### src/rtl/mole_tally_bcd_if.sv
// Bundles the controls, per-mole status inputs and BCD tally outputs of mole_tally_bcd.
// The master side is the game/sequencer. The slave side is the tally block.
interface mole_tally_bcd_if #(
  parameter int NUM_MOLES = 8,
  parameter int DIGITS    = 4
);
  logic                            clear;
  logic                            enable;
  logic [NUM_MOLES-1:0]            control;
  logic [NUM_MOLES-1:0]            hiding;
  logic [NUM_MOLES-1:0]            rise;
  logic [NUM_MOLES*DIGITS*4-1:0]   moleScore;
  logic [NUM_MOLES*DIGITS*4-1:0]   moleRise;
  logic [DIGITS*4-1:0]             totalScore;
  logic [DIGITS*4-1:0]             totalRise;
  logic                            scoreOvf;
  logic                            riseOvf;

  modport master (
    output clear, enable, control, hiding, rise,
    input  moleScore, moleRise, totalScore, totalRise, scoreOvf, riseOvf
  );

  modport slave (
    input  clear, enable, control, hiding, rise,
    output moleScore, moleRise, totalScore, totalRise, scoreOvf, riseOvf
  );
endinterface

### src/rtl/mole_tally_bcd.sv
// Per-mole and total BCD tallies of hit and rise events.
// An event is the rising edge of (control & hiding) or of (control & rise).
// The totals add the per-cycle event popcount directly. They do not depend on the per-mole counters.
module mole_tally_bcd #(
  parameter int NUM_MOLES = 8,
  parameter int DIGITS    = 4,
  parameter bit SATURATE  = 1'b1
) (
  input logic             clock,
  input logic             reset,
  mole_tally_bcd_if.slave bus
);
  localparam int W = DIGITS * 4;
  localparam logic [W-1:0] MAX_VAL = {DIGITS{4'h9}};

  logic [NUM_MOLES-1:0]   hit_cond, rise_cond;
  logic [NUM_MOLES-1:0]   hit_prev, rise_prev;
  logic [NUM_MOLES-1:0]   hit_ev, rise_ev;

  logic [NUM_MOLES*W-1:0] mole_score_q, mole_score_d;
  logic [NUM_MOLES*W-1:0] mole_rise_q, mole_rise_d;
  logic [W-1:0]           total_score_q, total_score_d;
  logic [W-1:0]           total_rise_q, total_rise_d;
  logic                   score_ovf_q, score_ovf_d;
  logic                   rise_ovf_q, rise_ovf_d;

  // NUM_MOLES is at most 9, so the count always fits one BCD digit.
  function automatic logic [3:0] popcount(input logic [NUM_MOLES-1:0] v);
    logic [3:0] n;
    n = '0;
    for (int i = 0; i < NUM_MOLES; i++) n = n + {3'b000, v[i]};
    return n;
  endfunction

  // Adds a single BCD digit into the least significant digit and ripples the carry upward.
  // Bit W of the result is the carry out of the top digit.
  function automatic logic [W:0] bcd_add(input logic [W-1:0] val, input logic [3:0] inc);
    logic [W-1:0] sum;
    logic         c;
    logic [4:0]   d;
    sum = '0;
    c   = 1'b0;
    for (int i = 0; i < DIGITS; i++) begin
      d = {1'b0, val[i*4 +: 4]} + {4'b0000, c};
      if (i == 0) d = d + {1'b0, inc};
      if (d > 5'd9) begin
        d = d - 5'd10;
        c = 1'b1;
      end else begin
        c = 1'b0;
      end
      sum[i*4 +: 4] = d[3:0];
    end
    return {c, sum};
  endfunction

  // When the add overflows, the result is clamped to all 9s in saturate mode.
  // In wrap mode the carry is simply dropped, which gives the sum modulo 10^DIGITS.
  function automatic logic [W:0] bcd_step(input logic [W-1:0] val, input logic [3:0] inc);
    logic [W:0] raw;
    raw = bcd_add(val, inc);
    if (raw[W] && SATURATE) raw[W-1:0] = MAX_VAL;
    return raw;
  endfunction

  assign hit_cond  = bus.control & bus.hiding;
  assign rise_cond = bus.control & bus.rise;
  assign hit_ev    = hit_cond & ~hit_prev;
  assign rise_ev   = rise_cond & ~rise_prev;

  // Edge-detect history runs every cycle, so conditions that are high while disabled or cleared are not queued.
  always_ff @(posedge clock or negedge reset) begin
    if (!reset) begin
      hit_prev  <= '1;
      rise_prev <= '1;
    end else begin
      hit_prev  <= hit_cond;
      rise_prev <= rise_cond;
    end
  end

  // Next-state for counters and sticky flags. Clear takes priority over enable.
  always_comb begin
    logic [W:0] step;
    step          = '0;
    mole_score_d  = mole_score_q;
    mole_rise_d   = mole_rise_q;
    total_score_d = total_score_q;
    total_rise_d  = total_rise_q;
    score_ovf_d   = score_ovf_q;
    rise_ovf_d    = rise_ovf_q;
    if (bus.clear) begin
      mole_score_d  = '0;
      mole_rise_d   = '0;
      total_score_d = '0;
      total_rise_d  = '0;
      score_ovf_d   = 1'b0;
      rise_ovf_d    = 1'b0;
    end else if (bus.enable) begin
      for (int i = 0; i < NUM_MOLES; i++) begin
        if (hit_ev[i]) begin
          step = bcd_step(mole_score_q[i*W +: W], 4'd1);
          mole_score_d[i*W +: W] = step[W-1:0];
          score_ovf_d = score_ovf_d | step[W];
        end
        if (rise_ev[i]) begin
          step = bcd_step(mole_rise_q[i*W +: W], 4'd1);
          mole_rise_d[i*W +: W] = step[W-1:0];
          rise_ovf_d = rise_ovf_d | step[W];
        end
      end
      step          = bcd_step(total_score_q, popcount(hit_ev));
      total_score_d = step[W-1:0];
      score_ovf_d   = score_ovf_d | step[W];
      step          = bcd_step(total_rise_q, popcount(rise_ev));
      total_rise_d  = step[W-1:0];
      rise_ovf_d    = rise_ovf_d | step[W];
    end
  end

  // Counter and flag registers. The outputs are taken directly from these registers.
  always_ff @(posedge clock or negedge reset) begin
    if (!reset) begin
      mole_score_q  <= '0;
      mole_rise_q   <= '0;
      total_score_q <= '0;
      total_rise_q  <= '0;
      score_ovf_q   <= 1'b0;
      rise_ovf_q    <= 1'b0;
    end else begin
      mole_score_q  <= mole_score_d;
      mole_rise_q   <= mole_rise_d;
      total_score_q <= total_score_d;
      total_rise_q  <= total_rise_d;
      score_ovf_q   <= score_ovf_d;
      rise_ovf_q    <= rise_ovf_d;
    end
  end

  assign bus.moleScore  = mole_score_q;
  assign bus.moleRise   = mole_rise_q;
  assign bus.totalScore = total_score_q;
  assign bus.totalRise  = total_rise_q;
  assign bus.scoreOvf   = score_ovf_q;
  assign bus.riseOvf    = rise_ovf_q;
endmodule

### src/flat_wrapper.sv
// flat-port wrapper written by rule: the top's interface ports become plain ports
module mole_tally_bcd_flat 
#(
  parameter int NUM_MOLES = 8,
  parameter int DIGITS    = 4,
  parameter bit SATURATE  = 1'b1
)
  (clock, reset, bus_clear, bus_enable, bus_control, bus_hiding, bus_rise, bus_moleScore, bus_moleRise, bus_totalScore, bus_totalRise, bus_scoreOvf, bus_riseOvf);
  mole_tally_bcd_if #(.NUM_MOLES(NUM_MOLES), .DIGITS(DIGITS)) bus_i ();
  input logic clock;
  input logic reset;
  input wire logic [$bits(bus_i.clear)-1:0] bus_clear;
  input wire logic [$bits(bus_i.enable)-1:0] bus_enable;
  input wire logic [$bits(bus_i.control)-1:0] bus_control;
  input wire logic [$bits(bus_i.hiding)-1:0] bus_hiding;
  input wire logic [$bits(bus_i.rise)-1:0] bus_rise;
  output wire logic [$bits(bus_i.moleScore)-1:0] bus_moleScore;
  output wire logic [$bits(bus_i.moleRise)-1:0] bus_moleRise;
  output wire logic [$bits(bus_i.totalScore)-1:0] bus_totalScore;
  output wire logic [$bits(bus_i.totalRise)-1:0] bus_totalRise;
  output wire logic [$bits(bus_i.scoreOvf)-1:0] bus_scoreOvf;
  output wire logic [$bits(bus_i.riseOvf)-1:0] bus_riseOvf;
  assign bus_i.clear = bus_clear;
  assign bus_i.enable = bus_enable;
  assign bus_i.control = bus_control;
  assign bus_i.hiding = bus_hiding;
  assign bus_i.rise = bus_rise;
  assign bus_moleScore = bus_i.moleScore;
  assign bus_moleRise = bus_i.moleRise;
  assign bus_totalScore = bus_i.totalScore;
  assign bus_totalRise = bus_i.totalRise;
  assign bus_scoreOvf = bus_i.scoreOvf;
  assign bus_riseOvf = bus_i.riseOvf;
  mole_tally_bcd #(.NUM_MOLES(NUM_MOLES), .DIGITS(DIGITS), .SATURATE(SATURATE)) u_core (.clock(clock), .reset(reset), .bus(bus_i));
endmodule
### config.mk
export PLATFORM = sky130hd
export DESIGN_NAME = mole_tally_bcd_flat
export DESIGN_NICKNAME = d
export VERILOG_FILES = /design/src/rtl/mole_tally_bcd_if.sv /design/src/rtl/mole_tally_bcd.sv /design/src/flat_wrapper.sv
export SDC_FILE = /design/constraint.sdc
export NUM_CORES = 1
export LEC_CHECK = 0
export BUFFER_PORTS_ARGS = -buffer_cell sky130_fd_sc_hd__buf_4
export CAP_MARGIN = 20
export CORE_MARGIN = 10
export CORE_UTILIZATION = 55
export CTS_BUF_LIST = sky130_fd_sc_hd__clkbuf_2
export CTS_CLUSTER_DIAMETER = 150
export CTS_CLUSTER_SIZE = 25
export DETAILED_ROUTE_END_ITERATION = 10
export GPL_ROUTABILITY_DRIVEN = 0
export GPL_TIMING_DRIVEN = 0
export MAX_ROUTING_LAYER = met4
export PLACE_DENSITY = 0.77
export SYNTH_ARGS = -nofsm -noshare
export SYNTH_HDL_FRONTEND = slang
export SYNTH_SLANG_ARGS = --single-unit
export TNS_END_PERCENT = 10
### constraint.sdc
create_clock -name clock -period 8.2 [get_ports clock]
set_input_delay 0.41 -clock clock [delete_from_list [all_inputs] [get_ports clock]]
set_output_delay 0.41 -clock clock [all_outputs]
set_load 0.1 [all_outputs]
==> reports/qor.csv, run 1 <==
metric;value;unit
status;finished clean;
cts_root_buffer;clkbuf_2;
ys.warnings.count;0;
core;0.04074;sq mm
start_util;55.54;%
ys_types;76;
initialDrtViolationCount;1731;
grt_pass1_wl;107800;microns
ys_ff_latch;306;
vdd_drop_max;0.1162;mV
vias;20920;
grt-ovfl-total;0;
critPathLaunchType;register;
layout_common_cells;buf_4 (324), dfrtp_1 (290), nand2_1 (259);
final_cell_area;0.02654;sq mm
grt_pass1_vias;20520;
routed_wl;67260;microns
arrival;8.87;ns
drc;0;
port_buffers;316;
grt_max_degree;117;
wl_per_cell;19.68;microns
hold_violations;0;
clkTransAtPathRegs;0.51;ns
cp_common_cell;ha_1;
max_stage_delay;0.64;ns
die_area;0.04965;sq mm
ant_nets;0;
maxSlewHeadroom;38.70;%
drv_cap;0;
num_rows;74;
fmax;0.1266;GHz
hpwl;49700;microns
drive_above_1_share;17.34;%
finalCritPeriodShare;96.32;%
grt_usage;26.55;%
clock_latency;1.00;ns
synthCells;2494;
synth.cell_area;0.02263;sq mm
cts_made_buffers;16;
area_growth;17.29;%
ys.flop_type;dfrtp_1;
fin_util;65.14;%
hold-worst-slack;0.08167;ns
setup.worst_path.end_class;register;
p_per_area;108.4;mW/mm^2
cts_tree;done;
critical_path_class;reg -> reg;
yosysSeqAreaShare;33.93;%
crit_fanout;7;
maxSlewViolCount;0;
clockBufferDepth;3;
async_flop_share;100.0;%
fin_crit;7.898;ns
setup_viol;0;
routed_via_density;6.121;
cp.buffers_inverters;4;
critPathTopFamily;adder cells;
clock_skew;0.1577;ns
p_leak;12.61;nW
place_area;0.02575;sq mm
nFillCells;3366;
first_pass_iters;8;
synth_nets;2774;
die_w;222.8;microns
hp-class;in -> reg;
io-pin-count;318;
htree_levels;1;
cts_sinks;306;
finalNetCount;3153;
tightest_slew;0.9145;ns
synth_area_per_cell;9.072;sq um
synth-edff-count;0;
cpMaxStageDelayCell;dfstp_2;
cp.required;9.17;ns
fp.dieH;222.8;microns
mostFrequentLayoutCell;buf_4;
antenna_found_initial;3;
sequential cells by signal, summed over array words and instances, names as in the netlist:
| signal | flops |
|---|---|
| u_core.rise_prev | 8 |
| u_core.bus.scoreOvf | 1 |
| u_core.bus.totalScore | 16 |
| u_core.bus.totalRise | 16 |
| u_core.bus.moleRise | 128 |
| u_core.bus.riseOvf | 1 |
| u_core.bus.moleScore | 128 |
| u_core.hit_prev | 8 |
layer usage:
layer	GRT usage [%]	wire length (microns)	vias to the layer above
met3	5.133	4553	96
li1	-	-	9866
met4	7.258	1705	0
met2	43.59	32450	672
met1	32.86	28560	10290
met5	-	0	-
cells in the mapped netlist, drive strengths merged (25+ instances only):
library cell,instances,area share [%]
a32oi,36,1.7
nor3,63,2.0
nor2,135,2.3
inv,198,3.3
a21oi,124,2.8
ha,242,13
dfrtp,290,32
a221o,31,1.4
nand2b,43,1.2
a31oi,37,1.0
xnor2,147,5.7
buf,30,0.84
nand3,117,2.7
clkbuf,43,0.71
o211ai,28,0.93
nand2,260,4.3
o2bb2ai,30,1.2
mux2i,25,1.1
a211oi,31,1.2
o21ai,185,4.1
a22o,72,2.8
tightest hold or removal path: cells and delay by family:
family / cells / cell delay, ns
compound gates: 1 / 0.13
buf+inv: 1 / 0.12
simple gates: 3 / 0.52
power by group:
group / internal (mW) / switching, mW / total [mW] / leakage [nW]
Sequential: 1.55 / 0.0303 / 1.58 / 4.20
Combinational: 0.221 / 0.468 / 0.690 / 8.29
Clock: 0.0904 / 0.519 / 0.609 / 0.122
Total: 1.86 / 1.02 / 2.88 / 12.6
cells by family after synthesis:
| family | share of synthesized area, % |
|---|---|
| compound gates | 22.88 |
| xor+xnor | 6.387 |
| fa+ha+maj | 14.27 |
| buf+inv | 4.839 |
| flops | 33.93 |
| mux | 1.156 |
| simple gates | 16.55 |
final cells by class:
class	count	area (sq um)	share of cell area, %
Tap cell	532	665.6	2.508
Sequential cell	306	7677	28.93
Clock buffer	27	135.1	0.5092
Clock inverter	1	20.02	0.07544
Timing Repair Buffer	361	2890	10.89
Inverter	198	743.2	2.801
Buffer	72	347.8	1.311
Antenna cell	3	7.507	0.02829
Multi-Input combinational cell	1918	14050	52.95
per-stage QoR:
step | setup TNS, ns | setup WS, ns | instances | power, mW
2_1_floorplan | 0 | 0.1208 | 2494 | 2.028
3_3_place_gp | -15.76 | -0.7984 | 3342 | 2.196
3_5_place_dp | -23.29 | -1.012 | 3345 | 2.226
4_1_cts | 0 | 0.009458 | 3412 | 2.866
5_1_grt | -0.8928 | -0.1090 | 3418 | 3.000
6_report | 0 | 0.3017 | 3418 | 2.877
path summary, 6_finish.rpt:
kind                                     startpoint                        end  slack (ns)  cells past startpoint
max                              u_core.hit_prev[1]  u_core.bus.totalScore[10]        0.30                     34
max reg2reg                      u_core.hit_prev[1]  u_core.bus.totalScore[10]        0.30                     34
min                                  bus_control[7]  u_core.bus.moleScore[115]        0.08                      5
min reg2reg                u_core.bus.moleScore[36]   u_core.bus.moleScore[36]        0.54                      2
max in group asynchronous                     reset   u_core.bus.moleScore[10]        6.73                      5
min in group asynchronous                     reset    u_core.bus.moleRise[19]        0.36                      4
what timing repair did:
item | CTS | global route
gates cloned | 1 | 0
hold buffers | 36 | 0
hold endpoints to repair | 362 | 0
setup endpoints to repair | 32 | 32
resized for setup | 23 | 25
pin swaps | 4 | 8
buffers inserted | 2 | 4
(Power assumes the default switching activity.)
==> inputs of run 2 (changes only) <==
--- a/config.mk
+++ b/config.mk
@@ -8,7 +8,7 @@
 export BUFFER_PORTS_ARGS = -buffer_cell sky130_fd_sc_hd__buf_4
 export CAP_MARGIN = 20
 export CORE_MARGIN = 10
-export CORE_UTILIZATION = 55
+export CORE_UTILIZATION = 60
 export CTS_BUF_LIST = sky130_fd_sc_hd__clkbuf_2
 export CTS_CLUSTER_DIAMETER = 150
 export CTS_CLUSTER_SIZE = 25
@@ -16,7 +16,7 @@
 export GPL_ROUTABILITY_DRIVEN = 0
 export GPL_TIMING_DRIVEN = 0
 export MAX_ROUTING_LAYER = met4
-export PLACE_DENSITY = 0.77
+export PLACE_DENSITY = 0.8
 export SYNTH_ARGS = -nofsm -noshare
 export SYNTH_HDL_FRONTEND = slang
 export SYNTH_SLANG_ARGS = --single-unit
==> constraint.sdc (replaced) <==
create_clock -name clock -period 9.75 [get_ports clock]
set_input_delay 0.4875 -clock clock [delete_from_list [all_inputs] [get_ports clock]]
set_output_delay 0.4875 -clock clock [all_outputs]
set_load 0.1 [all_outputs]
==> run 2 against run 1 <==
  * Clock-buffer cell count fell by 1
  * Sequential share of layout area increased by 0.30 points
  * Combinational power fell by 21%
  * Global-route usage grew 1.7 points
  * Clock skew is 0.025 ns lower
  * Flip-flop and latch count is the same
  * Utilization increased by 5.1 points
  * Worst hold slack better by 0.0050 ns
  * Wire length decreased by 1.5%
  * Via count is essentially flat
  * Setup slack better by 0.30 ns
  * Critical endpoint unchanged
==> reports/qor.csv, run 2 (synthesis gave the netlist of run 1 again) <==
metric;value;unit;change
maxSlewHeadroom;40.83;%;was 38.70%
finalCritPeriodShare;93.83;%;
fin_util;70.23;%;was 65.14%
finalNetCount;3147;;was 3,153
tightest_slew;0.8783;ns;was 0.9145 ns
cp.required;10.83;ns;was 9.17 ns
p_leak;12.60;nW;was 12.61 nW
die_area;0.04588;sq mm;was 0.04965 sq mm
hold_violations;0;;unchanged
status;finished clean;;unchanged
hpwl;49550;microns;was 49,700 microns
vdd_drop_max;0.1056;mV;was 0.1162 mV
maxSlewViolCount;0;;unchanged
htree_levels;1;;unchanged
ant_nets;0;;unchanged
fmax;0.1093;GHz;
core;0.03740;sq mm;was 0.04074 sq mm
routed_wl;66230;microns;was 67,260 microns
power.total;2.385;mW;was 2.877 mW
drv_cap;0;;unchanged
grt-ovfl-total;0;;unchanged
mostFrequentLayoutCell;buf_4;;unchanged
clock_skew;0.1325;ns;was 0.1577 ns
clkTransAtPathRegs;0.52;ns;was 0.51 ns
area_growth;16.08;%;was 17.29%
fp.dieH;214.2;microns;was 222.8 microns
grt_usage;28.30;%;was 26.55%
cts_root_buffer;clkbuf_2;;unchanged
crit_fanout;9;;was 7
wl_per_cell;19.54;microns;was 19.68 microns
clockBufferDepth;3;;unchanged
hp-class;in -> reg;;unchanged
routed_via_density;6.170;;was 6.121
arrival;10.23;ns;was 8.87 ns
rsz0062_at_grt;no;;
vias;20910;;was 20.92k
cts_tree;done;;unchanged
place_ws;0.3629;ns;was -1.012 ns
critPathLaunchType;primary input;;was register
first_pass_iters;6;;was 8
io-pin-count;318;;unchanged
r2r_cells;34;;unchanged
cp_common_cell;ha_1;;unchanged
setup_viol;0;;unchanged
num_rows;71;;was 74
antenna_found_initial;2;;was 3
cts_made_buffers;16;;unchanged
cpMaxStageDelayCell;dlygate4sd3_1;;was dfstp_2
p_per_area;90.80;mW/mm^2;was 108.4 mW/mm^2
final_cell_area;0.02627;sq mm;was 0.02654 sq mm
setup_ws;0.6011;ns;was 0.3017 ns
clock_latency;1.09;ns;was 1.00 ns
die_w;214.2;microns;was 222.8 microns
hold_depth;5;;unchanged
hold-worst-slack;0.08670;ns;was 0.08167 ns
grt_pass1_wl;106900;microns;was 107,800 microns
place_area;0.02573;sq mm;was 0.02575 sq mm
drc;0;;unchanged
finalSetupTns;0;ns;unchanged
port_buffers;316;;unchanged
max_stage_delay;0.59;ns;was 0.64 ns
initialDrtViolationCount;1748;;was 1,731
layout_common_cells;buf_4 (319), dfrtp_1 (290), nand2_1 (259);;was buf_4 (324), dfrtp_1 (290), nand2_1 (259)
setup.worst_path.end_class;register;;unchanged
dp_cells;3324;;was 3,345
stdcell_count;3389;;was 3,418
grt_pass1_vias;20760;;was 20.52k
fin_crit;9.149;ns;
start_util;60.50;%;was 55.54%
grt_max_degree;96;;was 117
drive_above_1_share;15.86;%;was 17.34%
critical_path_class;in -> reg;;was reg -> reg
cts_sinks;306;;unchanged
## run 2: changes by cell type in the layout (fill, tap and decap cells not counted), sizes merged
cell	before	now
diode	3	2
a21oi	125	124
buf	356	350
## run 2: power by group
group,switching (mW),internal [mW]
registers,0.0249,1.30
logic,0.380,0.166
clock network,0.439,0.0735
total,0.844,1.54
## run 2: layout make-up
| type | instances | area, sq um |
|---|---|---|
| Multi-Input combinational cell | 1917 | 13860 |
| Fill cell | 2922 | 11130 |
| Sequential cell | 306 | 7677 |
| Timing Repair Buffer | 355 | 2840 |
| Inverter | 198 | 743.2 |
| Tap cell | 511 | 639.4 |
| Buffer | 73 | 351.6 |
| Clock buffer | 26 | 130.1 |
| Clock inverter | 1 | 20.02 |
| Antenna cell | 2 | 5.005 |
## run 2: layer usage
| metal | track usage, % | wire length (microns) |
|---|---|---|
| met3 | 5.148 | 4643 |
| met1 | 35.02 | 27770 |
| met5 | - | 0 |
| met2 | 46.02 | 31550 |
| met4 | 9.478 | 2263 |
## run 2: final timing paths
kind / startpoint / end / slack (ns)
setup / recovery: bus_control[0] / u_core.bus.totalScore[10] / 0.60
hold / removal: bus_control[1] / u_core.bus.moleRise[19] / 0.09
setup reg to reg: u_core.hit_prev[0] / u_core.bus.totalScore[10] / 0.92
hold reg to reg: u_core.bus.moleRise[108] / u_core.bus.moleRise[108] / 0.54
max in group asynchronous: reset / u_core.hit_prev[3] / 8.47
min in group asynchronous: reset / u_core.hit_prev[1] / 0.43
## run 2: critical path, delay by kind of cell
kind	cells	cell delay (ns)
AO/OA/AOI/OAI	8	1.58
XOR/XNOR	1	0.32
adder cells (fa/ha/maj)	13	4.42
buffers and inverters	9	1.91
multiplexers	1	0.21
AND/OR/NAND/NOR	6	1.29
## run 2: timing repair
item | in CTS | in global routing
hold buffers | 36 | 0
endpoints found under the hold margin | 302 | 0
setup buffers | 0 | 0
gates resized for setup | 0 | 1
setup endpoints to repair | 0 | 5
